[config.mk]
export PLATFORM = sky130hd
export DESIGN_NAME = branch_predictor
export DESIGN_NICKNAME = d
export VERILOG_FILES = /design/src/rtl/branch_predictor.sv
export SDC_FILE = /design/constraint.sdc
export NUM_CORES = 2
export LEC_CHECK = 0
export CORE_AREA = 10 10 494 496
export DETAILED_ROUTE_END_ITERATION = 10
export DIE_AREA = 0 0 504 506
export RECOVER_POWER = 100
export SLEW_MARGIN = 20
export SYNTH_ARGS = -nofsm -noshare
export SYNTH_HDL_FRONTEND = slang
export SYNTH_SLANG_ARGS = --single-unit
[constraint.sdc]
create_clock -name clk -period 9.5 [get_ports clk]
set_input_delay 2.85 -clock clk [delete_from_list [all_inputs] [get_ports clk]]
set_output_delay 2.85 -clock clk [all_outputs]
set_load 0.02 [all_outputs]
[src/rtl/branch_predictor.sv]
// Direct-mapped BTB with 2-bit counters; optional perf counters under BP_PERF_COUNTERS_EN.
// Latency: lookup and mispredict are combinational; the table updates on the next clk edge.
// Backpressure: ex_stall freezes table, counters and mispredict for that cycle.
module branch_predictor #(
  parameter int XLEN    = 64,
  parameter int ENTRIES = 16
) (
  input  logic            clk,
  input  logic            rst_n,
  input  logic [XLEN-1:0] if_pc,
  output logic            if_pred_taken,
  output logic [XLEN-1:0] if_pred_target,
  input  logic            ex_valid,
  input  logic            ex_stall,
  input  logic            ex_ctrl,
  input  logic            ex_jump,
  input  logic            ex_taken,
  input  logic [XLEN-1:0] ex_target,
  input  logic [XLEN-1:0] ex_pc,
  input  logic            ex_pred_taken,
  input  logic [XLEN-1:0] ex_pred_target,
  output logic            mispredict,
  output logic [XLEN-1:0] redirect_pc,
  input  logic            perf_clear,
  output logic [31:0]     perf_ctrl_cnt,
  output logic [31:0]     perf_mispred_cnt
);

  localparam int IDXW = $clog2(ENTRIES);
  localparam int TAGW = XLEN - IDXW - 2;

  logic [ENTRIES-1:0] valid_q;
  logic [ENTRIES-1:0] jump_q;
  logic [TAGW-1:0]    tag_q    [ENTRIES];
  logic [XLEN-1:0]    target_q [ENTRIES];
  logic [1:0]         ctr_q    [ENTRIES];

  logic [IDXW-1:0] if_idx, ex_idx;
  logic [TAGW-1:0] if_tag, ex_tag;
  logic            if_hit, ex_hit, upd;

  assign if_idx = if_pc[IDXW+1:2];
  assign if_tag = if_pc[XLEN-1:IDXW+2];
  assign ex_idx = ex_pc[IDXW+1:2];
  assign ex_tag = ex_pc[XLEN-1:IDXW+2];

  assign if_hit = valid_q[if_idx] && (tag_q[if_idx] == if_tag);
  assign ex_hit = valid_q[ex_idx] && (tag_q[ex_idx] == ex_tag);
  assign upd    = ex_valid && !ex_stall;

  assign if_pred_taken  = if_hit && (jump_q[if_idx] || ctr_q[if_idx][1]);
  assign if_pred_target = if_hit ? target_q[if_idx] : '0;

  assign mispredict  = upd && ((ex_taken != ex_pred_taken) ||
                               (ex_taken && (ex_target != ex_pred_target)));
  assign redirect_pc = !mispredict ? '0 :
                       ex_taken    ? ex_target : ex_pc + XLEN'(4);

  // Reads above see the pre-write table; a same-index write lands at the edge.
  always_ff @(posedge clk or negedge rst_n) begin
    if (!rst_n) begin
      valid_q <= '0;
      jump_q  <= '0;
      for (int i = 0; i < ENTRIES; i++) begin
        tag_q[i]    <= '0;
        target_q[i] <= '0;
        ctr_q[i]    <= 2'b01;
      end
    end else if (upd) begin
      if (ex_ctrl) begin
        if (ex_hit) begin
          if (ex_taken) begin
            if (ctr_q[ex_idx] != 2'b11) ctr_q[ex_idx] <= ctr_q[ex_idx] + 2'd1;
            target_q[ex_idx] <= ex_target;
            jump_q[ex_idx]   <= ex_jump;
          end else if (ctr_q[ex_idx] != 2'b00) begin
            ctr_q[ex_idx] <= ctr_q[ex_idx] - 2'd1;
          end
        end else if (ex_taken) begin
          valid_q[ex_idx]  <= 1'b1;
          tag_q[ex_idx]    <= ex_tag;
          target_q[ex_idx] <= ex_target;
          jump_q[ex_idx]   <= ex_jump;
          ctr_q[ex_idx]    <= 2'b10;
        end
      end else if (ex_pred_taken) begin
        // Non-control instruction was predicted taken: the entry aliases it.
        valid_q[ex_idx] <= 1'b0;
      end
    end
  end

`ifdef BP_PERF_COUNTERS_EN
  logic [31:0] ctrl_cnt_q, mispred_cnt_q;

  always_ff @(posedge clk or negedge rst_n) begin
    if (!rst_n) begin
      ctrl_cnt_q    <= '0;
      mispred_cnt_q <= '0;
    end else if (perf_clear) begin
      ctrl_cnt_q    <= '0;
      mispred_cnt_q <= '0;
    end else begin
      if (upd && ex_ctrl && (ctrl_cnt_q != 32'hFFFF_FFFF))
        ctrl_cnt_q <= ctrl_cnt_q + 32'd1;
      if (mispredict && (mispred_cnt_q != 32'hFFFF_FFFF))
        mispred_cnt_q <= mispred_cnt_q + 32'd1;
    end
  end

  assign perf_ctrl_cnt    = ctrl_cnt_q;
  assign perf_mispred_cnt = mispred_cnt_q;
`else
  logic unused_perf_clear;
  assign unused_perf_clear = perf_clear;
  assign perf_ctrl_cnt     = '0;
  assign perf_mispred_cnt  = '0;
`endif

endmodule

# Word-level counts from Yosys, hierarchy flattened
# Cells that the tools add are included.
[classes] n_addsub=3 magnitude_cmp=6 eq_ne=8 mux=46 n_bitwise=9 n_reduce_logical=19
[op_table] cell="1024-bit bitwise mux" n=1
[op_table] cell="928-bit bitwise mux" n=1
[op_table] cell="58-bit binary-select mux with 4-bit select" n=2
[op_table] cell="64-bit 2-to-1 mux" n=6
[op_table] cell="58-bit 2-to-1 mux" n=5
[op_table] cell="64-bit binary-select mux with 4-bit select" n=1
[op_table] cell="64-bit demux with 4-bit select" n=1
[op_table] cell="58-bit demux with 4-bit select" n=1
[op_table] cell="32-bit 2-to-1 mux" n=5
[op_table] cell="58-bit == test" n=2
[op_table] cell="64-bit by 3-bit adder with 64-bit output, second input constant" n=1
[op_table] cell="32-bit bitwise mux" n=2
[op_table] cell="16-bit 2-to-1 mux" n=4
[op_table] cell="64-bit inequality test" n=1
[op_table] cell="16-bit AND" n=2
[op_table] cell="16-bit inverter" n=2
[op_table] cell="16-bit bitwise OR" n=2
[op_table] cell="2-bit binary-select mux with 4-bit select" n=2
[op_table] cell="16-bit bitwise mux" n=1
[op_table] cell="1-bit binary-select mux with 4-bit select" n=3
[op_table] cell="5-bit greater-or-equal comparator, second input constant" n=2
[op_table] cell="4-bit by 5-bit < comparator with 1-bit output, second input constant" n=2
[op_table] cell="2-bit 2-to-1 mux" n=5
[op_table] cell="4-bit inverter with 5-bit output" n=2
[op_table] cell="19 further kinds" n=35
[word_totals] regBits=2016 input_bits=265 output_inout_bits=194 word_cells=141

# Depth between registers and ports, before layout
[depth] depth_word=9 mapped_depth=20

# Least setup slack after synthesis
# Ideal clock, no wire load.
[synth_path] kind="input port to output port" startpoint="input port if_pc[2]" endpoint="output port if_pred_target[10]" arrival_time_ps=6416 setup_slack_ps=234 path_stages=12 path_buffers=6 path_cell_list="clkbuf_1 > buf_2 > buf_1 > buf_2 > mux4_2 > mux4_2 > xor2_1 > a2111oi_0 > nand4_1 > clkbuf_1 > clkbuf_1 > nor2b_1"
[synth_via] elab_chain_len=7
[synth_lines] item="start, declared" line="10" text="input logic [XLEN-1:0] if_pc,"
[synth_lines] item="4-bit inverter with 5-bit output (not written as such)" line="47, 52"
[synth_lines] item="58-bit binary-select mux with 4-bit select" line="47" text="assign if_hit = valid_q[if_idx] && (tag_q[if_idx] == if_tag);"
[synth_lines] item="58-bit 2-to-1 mux (not written as such) (2 in series)" line="47"
[synth_lines] item="58-bit == test" line="47"
[synth_lines] item="1-bit logical AND" line="47"
[synth_lines] item="64-bit 2-to-1 mux *" line="52" text="assign if_pred_target = if_hit ? target_q[if_idx] : '0;"
[synth_lines] item="end, declared" line="12" text="output logic [XLEN-1:0] if_pred_target,"
# Every way passes the cells marked *; elsewhere a longest branch is shown, timed or not. The select of a mux whose other input is x is not followed.

# Worst setup path in the final report
[layout_path] startpoint="input port ex_pc[5]" endpoint="register tag_q[42] (netlist name)"
[layout_via] elab_chain_len=8
[layout_lines] item="start, declared" line="19" text="input logic [XLEN-1:0] ex_pc,"
[layout_lines] item="4-bit inverter with 5-bit output (not written as such)" line="48, 81"
[layout_lines] item="58-bit binary-select mux with 4-bit select" line="48" text="assign ex_hit = valid_q[ex_idx] && (tag_q[ex_idx] == ex_tag);"
[layout_lines] item="58-bit 2-to-1 mux (not written as such) (2 in series)" line="48"
[layout_lines] item="58-bit == test" line="48"
[layout_lines] item="1-bit logical AND" line="48"
[layout_lines] item="1-bit inverter (no source line)"
[layout_lines] item="4-bit AND reduction (no source line)"
[layout_lines] item="end signal, assigned by index" line="81" text="tag_q[ex_idx] <= ex_tag;"
[layout_lines] item="end, declared" line="34" text="logic [TAGW-1:0] tag_q [ENTRIES];"
# Several ways; a longest one is shown, not always the timed one. The select of a mux whose other input is x is not followed.
# A chain may end at the register's enable or synchronous reset.

==> summary.md <==
| Metric | Value |
|---|---|
| Leak | between 0.05 and 0.06 uW |
| Synth area leader | dfrtp_1 |
| GRT Util Overall | 0.277 |
| R2R cell count | 11 |
| Data required, critical path | 10.26 ns |
| Worst-path clk slew | about 0.060 ns |
| Count of pins over their slew limit | between 1000 and 1500 |
| Fraction of synthesis flops using an asynchronous set or reset pin | 1.00 |
| # rows | 178 |
| Reg2reg setup slack | 4.50 ns |
| Slack of the critical path | -0.0172 ns |
| Critical path arrival | 10.27 ns |
| Vias per cell | ~6.2 |
| Final Skew | approximately 0.056 ns |
| Met2 Use GR | 0.427 |
| Total power | about 22000 uW |
| Worst Hold End | target_q[781] |
| Most frequent cells in the layout | dfrtp_1, mux2_2, nand2_1 |
| Crit. End Element | register |
| EDFF count, synth | 0 |
| Synth-to-Final Area Change | 15.2% |
| CTS max path bufs | 3 |
| Grt ovf | 0 |
| Htree depth | 4 |
| Max Cap Viol | 27 |
| Syn Inst Count | 7586 |
| Least-Margin Pin Slew | 6.55 ns |
| DIE HEIGHT | 506 um |
| Core area | 234000 um2 |
| Post-layout instance area | between 100000 and 150000 um2 |
| Vias in the first global route | 72085 |
| Final net count | 8193 |
| Synth Register Bits | slightly above 2000 |
| RSZ-0062 raised after global routing | false |
| Layout cell share with drive strength beyond 1 | 0.420 |
| Synth top area share | 0.478 |
| Critical path launch point type | input port |
| Cts hold-fix bufs | 0 |
| Hold Startpoint | target_q[781] |
| Reg-to-reg endpoint | tag_q[42] |
| Drt first-iter violations | 7372 |
| Slowest cell on crit path | clkbuf_2 |
| Initial Util | 0.447 |
| Synth Cell Area | 105000 um2 |
| DPL Wire Length | 233000 um |
| Yosys Warn Count | 0 |
| Root buffer cell | clkbuf_16 |
| Area of the multi-input gates | ~50000 um2 |
| Fillers | 19723 |
| Final worst path period need | 9.52 ns |
| Global-route wire length before repair | 521000 um |
| Top cells by area, synth | dfrtp_1, mux2_2, mux4_2 |
| TritonRoute pass-1 iters | 5 |
| Hold Fails Final Rpt | 0 |
| Failing checks | capacitance limit, slew limit, setup timing |
| Mapped Avg Cell Area | 13.8 um2 |
| Routability cong. | 0.897 |
| Worst-skew pair later-pin latency | 0.90 ns |
| Setup CP Type | input port to register |
| CP Cell Sequence | clkbuf_1 > clkbuf_2 > buf_4 > and2b_1 > clkbuf_1 > a22oi_1 > a21oi_1 > a2111oi_0 > o2111ai_1 > nor4_1 > nand4_1 > buf_4 > nor4b_4 > buf_4 > nand2b_1 > clkbuf_2 > mux2_2 |
| Met3 GRT Util | 0.0551 |
| WHS Path Cells | 2 |
| I/O Pins | 459 |
| Buffers on Ports | 391 |
| Worst Path Max Fanout | 42 |
| Crit path buf inv count | 7 |
| Sequential fraction of the synthesis area | 0.482 |
| Number of buffers created by CTS | 215 |
| Met1 GRT Util | 0.381 |
| Initial antenna violation count | 29 |
| FF+latch area | roughly 50000 um2 |
| CTS tree | built |
| Most used DFF post-synth | dfrtp_1 |
| Top Usage Layer GRT | met2 |
| Vias | 69673 |
| Synth unique cells | 77 |
| Die area | 255000 um2 |
| Fmax | 105 MHz |
| Final period util | 1.00 |
| Final core occ | 0.515 |
| Max incr delay on CP | slightly below 0.9 ns |
| CP most frequent cell | buf_4 |
| Rel. slew slack | -3.36 |
| Chip Width | 504 um |
| Final setup vio count | 7 |
| Commonest non-fill, non-tap cell in the layout | dfrtp_1 |
| # DRC | 0 |
| Largest net degree at the start of global routing | 182 |
| # clock sinks | between 2000 and 2500 |
| Final antenna-violating net count | 0 |
| Worst Hold Class | register to register |
| Final WL | 362000 um |
| Placed cell areas | 114000 um2 |
| Worst R2R Start | tag_q[94] |
| PwrDens | 181 nW/um2 |
| Run status | complete, but fails checks |
| Setup crit start | ex_pc[5] |
| Max VDD drop | 0.165 mV |
| Top Family by Delay on Critical Path | buffers and inverters |
| WL/cell | roughly 32 um |
| Setup TNS | -0.0547 ns |
-- registers in the layout, indices dropped and copies added, names as in the netlist, named ones only --
name	cells
ctr_q	32
tag_q	928
jump_q	16
target_q	1024
-- power breakdown --
group	switching, uW	internal (uW)	total, uW
Sequential	449	9300	9750
Clock	3720	5300	9020
Combinational	1520	1500	3020
-- per-layer routing --
layer	routed length (um)	up-vias
met3	27800	718
met4	18100	10
met5	57	-
li1	-	28311
met2	165000	3153
met1	151000	37481
-- cells in the mapped netlist (89+ instances only) --
cell and number:
dfrtp_1 2000, mux2_2 1636, nand2_1 886, mux4_2 785
clkbuf_1 482, mux2i_1 170, nor2_1 154, buf_4 152
xor2_1 136, xnor2_1 94, mux2_1 89
-- tightest hold or removal path, delay by kind of cell, from the launching register on --
family | cells | cell delay, ns
flip-flops | 1 | 0.34
AND/OR/NAND/NOR | 2 | 0.11
-- metrics by stage --
stage	instances	hold WS (ns)	worst slack, ns
finish	11272	0.474	-0.0172
global placement	10835	0.453	-0.514
detailed placement	10835	0.459	-0.527
CTS	11245	0.476	0.0129
global route	11265	0.492	0.0105
floorplan	7649	0.441	0.234
-- worst max path at each step --
stage                              end  slack, ns  depth (start not counted)
floorplan           if_pred_target[10]       0.23                         12
global placement    if_pred_target[54]      -0.51                         14
detailed placement   if_pred_target[2]      -0.53                         14
CTS                 if_pred_target[36]       0.01                         15
global route            target_q[1004]       0.01                          3
finish                       tag_q[42]      -0.02                         17
-- kinds of logic after synthesis --
kind of cell,count (synthesis),share of synthesized area
fa+ha+maj,6,0.000718
flops,2016,0.482
xor+xnor,230,0.0193
simple gates,1390,0.0578
mux,2689,0.372
buf+inv,886,0.0446
other cells,1,0.0000358
compound gates,368,0.0229
-- cell type report --
cell class | instances | area share
Antenna cell | 15 | 0.000311
Clock buffer | 315 | 0.0529
Clock inverter | 87 | 0.0107
Inverter | 31 | 0.000965
Multi-Input combinational cell | 4747 | 0.414
Sequential cell | 2016 | 0.419
Tap cell | 3150 | 0.0327
Timing Repair Buffer | 911 | 0.0695
-- repair_timing --
item / in CTS / in global routing
buffers inserted: 5 / 7
gates cloned: 3 / 3
pin swaps: 3 / 3
endpoints found under the setup margin: 117 / 119
resized for setup: 234 / 42
No activity file was read; power rests on OpenSTA's default activity.
